===== config.mk =====
export PLATFORM = sky130hd
export DESIGN_NAME = scoreboard_register_file_flat
export DESIGN_NICKNAME = d
export VERILOG_FILES = /design/src/rtl/scoreboard_register_file_if.sv /design/src/rtl/scoreboard_register_file.sv /design/src/flat_wrapper.sv
export SDC_FILE = /design/constraint.sdc
export NUM_CORES = 2
export LEC_CHECK = 0
export ABC_AREA = 1
export CAP_MARGIN = 20
export CORE_MARGIN = 2
export CORE_UTILIZATION = 25
export DETAILED_ROUTE_END_ITERATION = 10
export PLACE_DENSITY_LB_ADDON = 0.05
export RECOVER_POWER = 25
export SETUP_SLACK_MARGIN = 0.2
export SKIP_LAST_GASP = 1
export SYNTH_ARGS = -nofsm -noshare
export SYNTH_HDL_FRONTEND = slang
export SYNTH_SLANG_ARGS = --single-unit

===== constraint.sdc =====
create_clock -name clk -period 15.8 [get_ports clk]
set_clock_uncertainty 0.15 [all_clocks]
set_input_delay 2.37 -clock clk [delete_from_list [all_inputs] [get_ports clk]]
set_output_delay 2.37 -clock clk [all_outputs]
set_load 0.01 [all_outputs]

===== src/rtl/scoreboard_register_file_if.sv =====
// Bus bundle for scoreboard_register_file: operand reads, issue marking,
// writeback and flush. The issue/writeback side (master) drives the strobes
// and addresses. The register file (slave) returns read data, busy flags,
// the stall summary and the busy count.
interface scoreboard_register_file_if #(
  parameter int XLEN  = 32,
  parameter int NREG  = 32,
  parameter int NREAD = 2
);
  localparam int AW = $clog2(NREG);

  logic [NREAD*AW-1:0]   rd_addr;
  logic [NREAD*XLEN-1:0] rd_data;
  logic [NREAD-1:0]      rd_busy;
  logic                  stall;
  logic                  issue_en;
  logic [AW-1:0]         issue_addr;
  logic                  wr_en;
  logic [AW-1:0]         wr_addr;
  logic [XLEN-1:0]       wr_data;
  logic                  flush;
  logic [AW:0]           busy_count;

  modport master (
    output rd_addr, issue_en, issue_addr, wr_en, wr_addr, wr_data, flush,
    input  rd_data, rd_busy, stall, busy_count
  );

  modport slave (
    input  rd_addr, issue_en, issue_addr, wr_en, wr_addr, wr_data, flush,
    output rd_data, rd_busy, stall, busy_count
  );
endinterface


===== src/rtl/scoreboard_register_file.sv =====
// Integer register file with a per-register busy scoreboard.
// Register 0 reads as zero and is never busy. Issue marks a destination busy.
// Writeback stores data and clears busy. Flush clears all busy bits, but an
// issue in the same cycle still sets its destination busy.
// Optional feature macro: RF_BYPASS_EN. When it is defined, a same-cycle
// writeback is forwarded to matching read ports.
module scoreboard_register_file #(
  parameter int XLEN  = 32,
  parameter int NREG  = 32,
  parameter int NREAD = 2
) (
  input  logic                        clk,
  input  logic                        reset_n,
  scoreboard_register_file_if.slave   bus
);
  localparam int AW = $clog2(NREG);
  localparam int CW = AW + 1;

  logic [XLEN-1:0]       r_regs [NREG];
  logic [NREG-1:0]       r_busy;
  logic [CW-1:0]         r_busy_count;
  logic [NREG-1:0]       w_busy_nxt;
  logic [CW-1:0]         w_busy_cnt_nxt;
  logic [NREAD*XLEN-1:0] w_rd_data;
  logic [NREAD-1:0]      w_rd_busy;

  // Next busy vector with priority issue > flush > writeback; also its popcount
  always_comb begin
    w_busy_nxt = r_busy;
    for (int r = 1; r < NREG; r++) begin
      if (bus.issue_en && (bus.issue_addr == AW'(r)))
        w_busy_nxt[r] = 1'b1;
      else if (bus.flush)
        w_busy_nxt[r] = 1'b0;
      else if (bus.wr_en && (bus.wr_addr == AW'(r)))
        w_busy_nxt[r] = 1'b0;
    end
    w_busy_nxt[0] = 1'b0;
    w_busy_cnt_nxt = '0;
    for (int r = 0; r < NREG; r++)
      w_busy_cnt_nxt = w_busy_cnt_nxt + CW'(w_busy_nxt[r]);
  end

  // Busy bits and their count share one edge so the count never lags
  always_ff @(posedge clk or negedge reset_n) begin
    if (!reset_n) begin
      r_busy       <= '0;
      r_busy_count <= '0;
    end else begin
      r_busy       <= w_busy_nxt;
      r_busy_count <= w_busy_cnt_nxt;
    end
  end

  // Register storage; entry 0 is never written so it stays zero
  always_ff @(posedge clk or negedge reset_n) begin
    if (!reset_n) begin
      for (int r = 0; r < NREG; r++)
        r_regs[r] <= '0;
    end else if (bus.wr_en && (bus.wr_addr != '0)) begin
      r_regs[bus.wr_addr] <= bus.wr_data;
    end
  end

  for (genvar p = 0; p < NREAD; p++) begin : g_rd
    logic [AW-1:0] w_ra;
    assign w_ra = bus.rd_addr[p*AW +: AW];
`ifdef RF_BYPASS_EN
    // Address 0 never hits because wr_addr==0 is excluded from the match
    logic w_hit;
    assign w_hit = bus.wr_en && (bus.wr_addr != '0) && (w_ra == bus.wr_addr);
    assign w_rd_data[p*XLEN +: XLEN] = w_hit ? bus.wr_data : r_regs[w_ra];
    assign w_rd_busy[p] = w_hit ? (bus.issue_en && (bus.issue_addr == bus.wr_addr))
                                : r_busy[w_ra];
`else
    assign w_rd_data[p*XLEN +: XLEN] = r_regs[w_ra];
    assign w_rd_busy[p]              = r_busy[w_ra];
`endif
  end

  assign bus.rd_data    = w_rd_data;
  assign bus.rd_busy    = w_rd_busy;
  assign bus.stall      = |w_rd_busy;
  assign bus.busy_count = r_busy_count;
endmodule


===== src/flat_wrapper.sv =====
// flat-port wrapper written by rule: the top's interface ports become plain ports
module scoreboard_register_file_flat 
#(
  parameter int XLEN  = 32,
  parameter int NREG  = 32,
  parameter int NREAD = 2
)
  (clk, reset_n, bus_rd_addr, bus_issue_en, bus_issue_addr, bus_wr_en, bus_wr_addr, bus_wr_data, bus_flush, bus_rd_data, bus_rd_busy, bus_stall, bus_busy_count);
  scoreboard_register_file_if #(.XLEN(XLEN), .NREG(NREG), .NREAD(NREAD)) bus_i ();
  input  logic clk;
  input  logic reset_n;
  input wire logic [$bits(bus_i.rd_addr)-1:0] bus_rd_addr;
  input wire logic [$bits(bus_i.issue_en)-1:0] bus_issue_en;
  input wire logic [$bits(bus_i.issue_addr)-1:0] bus_issue_addr;
  input wire logic [$bits(bus_i.wr_en)-1:0] bus_wr_en;
  input wire logic [$bits(bus_i.wr_addr)-1:0] bus_wr_addr;
  input wire logic [$bits(bus_i.wr_data)-1:0] bus_wr_data;
  input wire logic [$bits(bus_i.flush)-1:0] bus_flush;
  output wire logic [$bits(bus_i.rd_data)-1:0] bus_rd_data;
  output wire logic [$bits(bus_i.rd_busy)-1:0] bus_rd_busy;
  output wire logic [$bits(bus_i.stall)-1:0] bus_stall;
  output wire logic [$bits(bus_i.busy_count)-1:0] bus_busy_count;
  assign bus_i.rd_addr = bus_rd_addr;
  assign bus_i.issue_en = bus_issue_en;
  assign bus_i.issue_addr = bus_issue_addr;
  assign bus_i.wr_en = bus_wr_en;
  assign bus_i.wr_addr = bus_wr_addr;
  assign bus_i.wr_data = bus_wr_data;
  assign bus_i.flush = bus_flush;
  assign bus_rd_data = bus_i.rd_data;
  assign bus_rd_busy = bus_i.rd_busy;
  assign bus_stall = bus_i.stall;
  assign bus_busy_count = bus_i.busy_count;
  scoreboard_register_file #(.XLEN(XLEN), .NREG(NREG), .NREAD(NREAD)) u_core (.clk(clk), .reset_n(reset_n), .bus(bus_i));
endmodule

### Word-level counts from Yosys, hierarchy flattened

Index checks and enable logic that the tools add are counted.
Widths: inputs -> output; s select.

| cells by class | value |
|---|---|
| $add $sub $neg | 30 |
| $lt $le $gt $ge | 6 |
| equality and inequality tests | 62 |
| mux-type cells | 106 |
| bitwise gates (word level) | 3 |
| reduce and logical (&&, ||, !) cells | 66 |

Operators with widths:

| operator | count |
|---|---|
| $bwmux 1024 | 1 |
| $bmux 32 s5 | 2 |
| $add 6x1->6 | 29 |
| $demux 32 s5 | 1 |
| $eq 5x5->1 const B | 32 |
| $mux 32 | 5 |
| $mux 1 | 95 |
| $eq 5x4->1 const B | 16 |
| $logic_and 1x1->1 | 64 |
| $eq 5x3->1 const B | 8 |
| $eq 5x2->1 const B | 4 |
| $ge 6x6->1 const B | 3 |
| $not 5->6 | 3 |
| $lt 5x6->1 const B | 2 |
| $bmux 1 s5 | 2 |
| $eq 5x1->1 const B | 2 |
| $lt 6x1->1 const B | 1 |
| $reduce_bool 5->1 | 1 |
| $add 1x1->2 | 1 |
| $reduce_or 2->1 | 1 |

| storage, ports and cells | value |
|---|---|
| register bits | 1061 |
| output and inout bits | 73 |

### Longest topological paths before layout

| depth | value |
|---|---|
| depth in word-level cells | 35 |
| mapped depth | 26 |

### Worst setup path before layout

No wires, ideal clock.

| path | value |
|---|---|
| path type | input-to-reg |
| from | input bus_wr_addr[2] |
| to | register u_core.r_busy_count[4], in the netlist u_core.bus.busy_count[4] |
| library setup time | 121 ps |
| arrival time | 7354 ps |
| data required time | 15529 ps |
| setup slack | 8175 ps |
| stages on the path | 24 |
| cells stage by stage | buf_2 > inv_1 > nand3_1 > nor2_1 > inv_1 > buf_2 > nand3_1 > o21ai_0 > ha_1 > fa_1 > inv_1 > fa_1 > inv_1 > fa_1 > fa_1 > fa_1 > inv_1 > fa_1 > inv_1 > ha_1 > inv_1 > fa_1 > o21a_1 > xor2_1 |

| on the way | value |
|---|---|
| longest elaborated chain between the ends | 35 |
| elaborated cells on any way between the ends | 185 |
| classes of those cells | add/sub: 30; eq/ne: 31; mux: 93; reduce/logical: 31 |

RTL lines:

| item | RTL line | text |
|---|---|---|
| from (decl) | flat_wrapper.sv:16 | `input wire logic [$bits(bus_i.wr_addr)-1:0] bus_wr_addr;` |
| $eq 5x1->1 | scoreboard_register_file.sv:35 | `else if (bus.wr_en && (bus.wr_addr == AW'(r)))` |
| $logic_and 1x1->1 | scoreboard_register_file.sv:35 |  |
| $mux 1 | scoreboard_register_file.sv:35 |  |
| $mux 1 | scoreboard_register_file.sv:33 | `else if (bus.flush)` |
| $mux 1 | scoreboard_register_file.sv:31 | `if (bus.issue_en && (bus.issue_addr == AW'(r)))` |
| via u_core.w_busy_nxt[1] | scoreboard_register_file.sv:22 | `logic [NREG-1:0] w_busy_nxt;` |
| $add 1x1->2 | scoreboard_register_file.sv:41 | `w_busy_cnt_nxt = w_busy_cnt_nxt + CW'(w_busy_nxt[r]);` |
| $add 6x1->6 (29 in a row) | scoreboard_register_file.sv:41 |  |
| via u_core.w_busy_cnt_nxt[4] | scoreboard_register_file.sv:23 | `logic [CW-1:0] w_busy_cnt_nxt;` |
| to (signal assigned) | scoreboard_register_file.sv:51 | `r_busy_count <= w_busy_cnt_nxt;` |
| to (decl) | scoreboard_register_file.sv:21 | `logic [CW-1:0] r_busy_count;` |

The timed path passes the listed nets, and every way through them passes these cells.
A chain may end at the register's enable or synchronous reset.

==> flow_summary.toml <==
[final_layout]
nNetsFinal = 8278
area_growth_pct = 12.79
mostFrequentLayoutCells = "nand2_1 (3543), nand3_1 (1429), o21ai_0 (1126), dfrtp_1 (1061), a21oi_1 (226)"
drive_gt1_share_pct = 4.325
fillCellCount = 25770
stdcell_count = 11450
final_common_cell = "nand2_1"

[timing]
finalCritPeriodShare_pct = 70.37
worst_pin_slew_ns = 5.437
setup-violations-final = 0
hold_viol = 0
slew_headroom_pct = -262.5
rsz0062_at_grt = "no"
fin_setup_tns_ns = 0
max_freq_mhz = 89.94
whs_ns = 0.2494
fin_crit_ns = 11.12
slew_viol_final = 278
setup_ws_ns = 4.682

[grt]
grtUsageTotal_pct = 24.19
grt_pass1_wl_um = 430600
grt_pass1_vias = 56920
antenna_found_initial = 12
grt_overflow = 0
grt_max_degree = 171

[cts]
post_cts_buffers = 0
cts.sinks = 1061
path_clk_slew_ns = 0.06
cts_buffers = 141
cts_tree = "built"
htreeDepth = 4
clk-insertion-delay-late_ns = 0.81
holdBufCountCts = 0
clk_path_buf_depth = 3
cts_root_buf = "clkbuf_16"
cts_resized = 0

[placement]
place_congestion = 0.7928
place_hpwl_um = 159900
place.port_buffers = 129
dp_cells = 11190
pre_cts_ws_ns = 6.339

[worst_setup_path]
worstPathArrival_ns = 11.82
slowest_stage = "clkbuf_1"
critical_path.top_delay_family = "buffers and inverters"
cp-start-kind = "primary input"
crit_path_max_incr_delay_ns = 3.71
crit_path_cell_trace = "clkbuf_1 -> clkbuf_1 -> clkbuf_1 -> buf_4 -> buf_4"
cp-end-kind = "async pin"
path_max_fanout = 84
required_ns = 16.51
cp_common_cell = "clkbuf_1"
worst-path-buf-inv = 5
path_class = "primary input to async pin"

[floorplan]
core.rowCount = 178
initial_core_util_pct = 25.20
fp.dieW_um = 491.6
core_um2 = 235900
die_area_um2 = 241700
die_h_um = 491.6
num_io_pins = 130

[flow_run]
cap_violations = 6

[detailed_routing]
post_drt_wl_per_cell_um = 25.90
vias_per_cell = 5.026
drt-total-wl_um = 296600
postRouteAntennaNets = 0
first_iter_violations = 5547
via_count = 57560
firstDrtPassIters = 6
drc = 0

[yosys]
synth-seq-cells = 1061
synthCells = 8569
yosysWarnings = 0
synth.avg_cell_area_um2 = 6.936
synth_nets = 8658
synth_area_um2 = 59430
ys_types = 28
yosysSeqAreaShare_pct = 44.67

[pwr]
vdd_drop_max_uv = 102.1
cellPowerDensity_nw_per_um2 = 127.4
power.total_uw = 8543
leakagePower_uw = 0.03088

[worst_hold_path]
hold_path_class = "register to register"

[run_status]
violations = "max-capacitance violations, max-slew violations"
status = "finished with violations"
## final timing paths
check,to,startpoint,slack [ns],depth (start not counted)
setup / recovery,u_core.r_regs[209],reset_n,4.68,5
hold / removal,u_core.r_regs[1003],u_core.r_regs[1003],0.25,0
setup reg to reg,u_core.bus.busy_count[4],u_core.r_busy[2],10.31,18
hold reg to reg,u_core.r_regs[1003],u_core.r_regs[1003],0.25,0
max in group clk,bus_rd_data[12],bus_rd_addr[0],6.20,13
min in group asynchronous,u_core.r_regs[233],reset_n,3.42,1
## cell usage after synthesis (all sizes together)
library cell / n / area share, %
nor4: 2 / 0.021
xor2: 2 / 0.029
o32ai: 7 / 0.10
buf: 408 / 3.6
or2: 1 / 0.011
ha: 9 / 0.19
nand3: 1429 / 12
nand3b: 1 / 0.013
o22ai: 3 / 0.032
o21ai: 1159 / 9.8
nor2: 69 / 0.44
xnor2: 1 / 0.015
fa: 23 / 0.77
o21a: 15 / 0.19
clkbuf: 352 / 2.2
inv: 244 / 1.5
clkinv: 2 / 0.013
dfrtp: 1061 / 45
a31oi: 1 / 0.011
nand2: 3552 / 22
nor3: 2 / 0.034
a21oi: 226 / 1.9
## metal layers
metal  global-route usage [%]  wire length, µm  vias to the layer above
li1                         -                -                    27120
met1                    33.24           138000                    28510
met2                    39.89           137800                     1536
met3                    2.569            12190                      394
met4                    7.200             8656                        2
met5                        0               13                        -
## worst register-to-register path, cell delays in order (launching register included)
cell and delay, ns:
dfrtp_1 0.32, inv_1 0.06, o32ai_1 0.41, ha_1 0.33, fa_1 0.50, inv_1 0.06, fa_1 0.50, inv_1 0.06
fa_1 0.50, fa_1 0.43, fa_1 0.49, inv_1 0.05, fa_1 0.43, inv_1 0.07, ha_1 0.16, inv_1 0.07
fa_1 0.45, o21a_1 0.21, xor2_1 0.14
## sequential cells by signal, indices dropped and copies added (netlist names)
register	count
u_core.r_busy	31
u_core.r_regs	1024
u_core.bus.busy_count	6
## stage by stage
stage | util, % | cell area (µm²)
2_1_floorplan | - | 59430
3_3_place_gp | 26.43 | 62340
3_5_place_dp | 26.44 | 62370
4_1_cts | 28.42 | 67030
5_1_grt | 28.42 | 67030
6_report | 28.42 | 67040
## cell type report
cell class,instances,area [µm²],area share (%)
flip-flops and latches,1061,26550,39.61
clock inverters,27,282.8,0.4218
diodes,2,5.005,0.007466
inverters,246,985.9,1.471
multi-input cells,6502,28620,42.69
well taps,3150,3941,5.879
repair buffers,237,2266,3.380
clock buffers,227,4385,6.542
## cells by family after synthesis
group	Yosys count	synth area share (%)
AOI/OAI and AO/OA	1411	12.00
xor gates and xnor gates	3	0.04422
adders and majority gates	32	0.9642
buffers and inverters	1006	7.343
DFF	1061	44.67
and+or+nand+nor	5056	34.98
## report_power, final
| part | leakage (µW) | switching (µW) | internal, µW |
|---|---|---|---|
| Clock | 0.00230 | 1350 | 1970 |
| Sequential | 0.0136 | 370 | 3210 |
| Combinational | 0.0149 | 1070 | 560 |
Power figures use the tool's default switching activity.
==> patch (same settings) <==
`NREG` is set to 32 in 3 places; all go to 16.
--- a/src/rtl/scoreboard_register_file_if.sv
+++ b/src/rtl/scoreboard_register_file_if.sv
@@ -4,7 +4,7 @@
 // the stall summary and the busy count.
 interface scoreboard_register_file_if #(
   parameter int XLEN  = 32,
-  parameter int NREG  = 32,
+  parameter int NREG  = 16,
   parameter int NREAD = 2
 );
   localparam int AW = $clog2(NREG);
--- a/src/rtl/scoreboard_register_file.sv
+++ b/src/rtl/scoreboard_register_file.sv
@@ -6,7 +6,7 @@
 // writeback is forwarded to matching read ports.
 module scoreboard_register_file #(
   parameter int XLEN  = 32,
-  parameter int NREG  = 32,
+  parameter int NREG  = 16,
   parameter int NREAD = 2
 ) (
   input  logic                        clk,
--- a/src/flat_wrapper.sv
+++ b/src/flat_wrapper.sv
@@ -2,7 +2,7 @@
 module scoreboard_register_file_flat 
 #(
   parameter int XLEN  = 32,
-  parameter int NREG  = 32,
+  parameter int NREG  = 16,
   parameter int NREAD = 2
 )
   (clk, reset_n, bus_rd_addr, bus_issue_en, bus_issue_addr, bus_wr_en, bus_wr_addr, bus_wr_data, bus_flush, bus_rd_data, bus_rd_busy, bus_stall, bus_busy_count);
Interface: changed (resized bus_busy_count, bus_issue_addr, bus_rd_addr and bus_wr_addr); port bits go from 130 to 125. The function was not compared with the original's and may differ.
==> patch against the unedited design <==
Cell count fell by 54%; sequential power fell by 50%; routed wire length fell by 61%; area after synthesis fell by 51%; the flow still finishes with violations (max-capacitance violations, max-slew violations); critical endpoint is now bus_rd_data[45]; register-to-register slack improved by 1400 ps; design area fell by 50%; worst setup slack improved by 2900 ps; sequential cell count fell by 529; power fell by 49%; die area fell by 50%.
==> patch: results (changes against the unedited design) <==
stage,metric,value,unit,change
run_status,violations,"max-capacitance violations, max-slew violations",,unchanged
critical_path,reg2reg_setup_slack,11710,ps,was 10310 ps
critical_path,cp.arrival,5710,ps,was 11820 ps
global_route,grt_pass1_wl,175.3,mm,was 430.6 mm
synth,yosys-top-cells-area,"dfrtp_1, o21ai_0, nand2_1",,"was dfrtp_1, nand2_1, nand3_1"
route,dr_total_vias,25562,,was 57.56k
place,gp_congestion,0.7171,,was 0.7928
critical_path,slowest_delay,620,ps,was 3710 ps
critical_path,crit_fanout,155,,was 84
synth,synth_xor_area_share,0.05963,%,was 0.04421%
pwr,p_leak,14.26,nW,was 30.88 nW
run_status,status,"complete, but fails checks",,unchanged
clock_tree,clk_latency,630,ps,was 810 ps
place,placed_cells,5134,,was 11.19k
synth,synth_cell_types,27,,was 28
sta,worst_pin_slew,4378,ps,was 5437 ps
synth,syn_inst,3825,,was 8569
sta,maxSlewViolCount,175,,was 278
critical_path,crit_start,bus_rd_addr[4],,was reset_n
global_route,grtUsageTotal,19.25,%,was 24.19%
critical_path,reg2reg_to,u_core.bus.busy_count[2],,was u_core.bus.busy_count[4]
critical_path,worst-setup-path-type,input pin to output port,,was input pin to asynchronous set/reset pin
critical_path,crit_end,bus_rd_data[45],,was u_core.r_regs[209]
critical_path,r2r_start,u_core.r_busy[11],,was u_core.r_busy[2]
clock_tree,htree_num_levels,3,,was 4
synth,synth_fa_ha_area_share,0.8688,%,was 0.9642%
clock_tree,cts_made_buffers,73,,was 141
job,max-cap-violations,3,,was 6
layout,fillers,12640,,was 25.77k
synth,yosysSeqAreaShare,45.32,%,was 44.67%
place,io_buffers,124,,was 129
synth,synthesis.nets,3893,,was 8658
global_route,grt_max_degree,221,,was 171
place,dp_hpwl,63.07,mm,was 159.9 mm
route,viasPerCell,4.854,,was 5.026
route,drtPass1Iterations,5,,was 6
synth,synth_compound_area_share,24.08,%,was 12.00%
route,drt-initial-drc-count,1885,,was 5547
layout,largest_reg_flops,512,,was 1024
synth,synthTopCellsByCount,"nand2_1, o21ai_0, dfrtp_1, nand3_1, a21oi_1",,"was nand2_1, nand3_1, o21ai_0, dfrtp_1, clkbuf_1"
global_route,grt_pass1_vias,25690,,was 56.92k
critical_path,slowest_stage,buf_8,,was clkbuf_1
critical_path,ff2ff_path_depth,12,,was 18
route,drt_wl_total,115.5,mm,was 296.6 mm
## patch: cells by family after synthesis
logic type / after synthesis
buffers and inverters: 722
adder cells (fa/ha/maj): 15
AND/OR/NAND/NOR: 1289
XOR/XNOR: 2
AO/OA/AOI/OAI: 1265
flip-flops: 532
## patch: layout make-up
cell class | instances | area share, %
clock buffer | 114 | 6.614
inverter | 339 | 3.852
clock inverter | 16 | 0.4509
sequential | 532 | 39.98
tap | 1524 | 5.727
multi-input combinational | 2571 | 38.46
antenna | 1 | 0.007516
timing repair buffer | 169 | 4.904
## patch: worst min path at each step
stage	start	end
2_1_floorplan	u_core.r_regs[511]	u_core.r_regs[511]
3_3_place_gp	u_core.r_regs[505]	u_core.r_regs[505]
5_1_grt	u_core.r_regs[506]	u_core.r_regs[506]
6_report	u_core.r_regs[506]	u_core.r_regs[506]
4_1_cts	u_core.r_regs[506]	u_core.r_regs[506]
3_5_place_dp	u_core.r_regs[506]	u_core.r_regs[506]
## patch: stage by stage
| stage | power, mW | hold slack (ps) | setup WS [ps] | cell area, um^2 |
|---|---|---|---|---|
| after CTS | 4.411 | 241.0 | 7402 | 33280 |
| after detailed placement | 2.709 | 228.5 | 7400 | 30930 |
| after floorplan | 2.387 | 289.9 | 9517 | 29380 |
| after global placement | 2.707 | 230.9 | 7403 | 30910 |
| final | 4.317 | 235.4 | 7573 | 33300 |
| after global routing | 4.614 | 245.0 | 6215 | 33290 |
## patch: metal layers
metal | vias to the layer above | share of wire, % | GRT usage, %
met2 | 500 | 47 | 31.65
met3 | 130 | 3.3 | 2.111
met1 | 12322 | 48 | 26.63
met4 | 0 | 2.5 | 5.430
met5 | - | 0 | 0
li1 | 12610 | - | -
## patch: power breakdown
group	switching, mW	internal (mW)
Combinational	0.564	0.319
Clock	0.673	0.974
Sequential	0.139	1.65
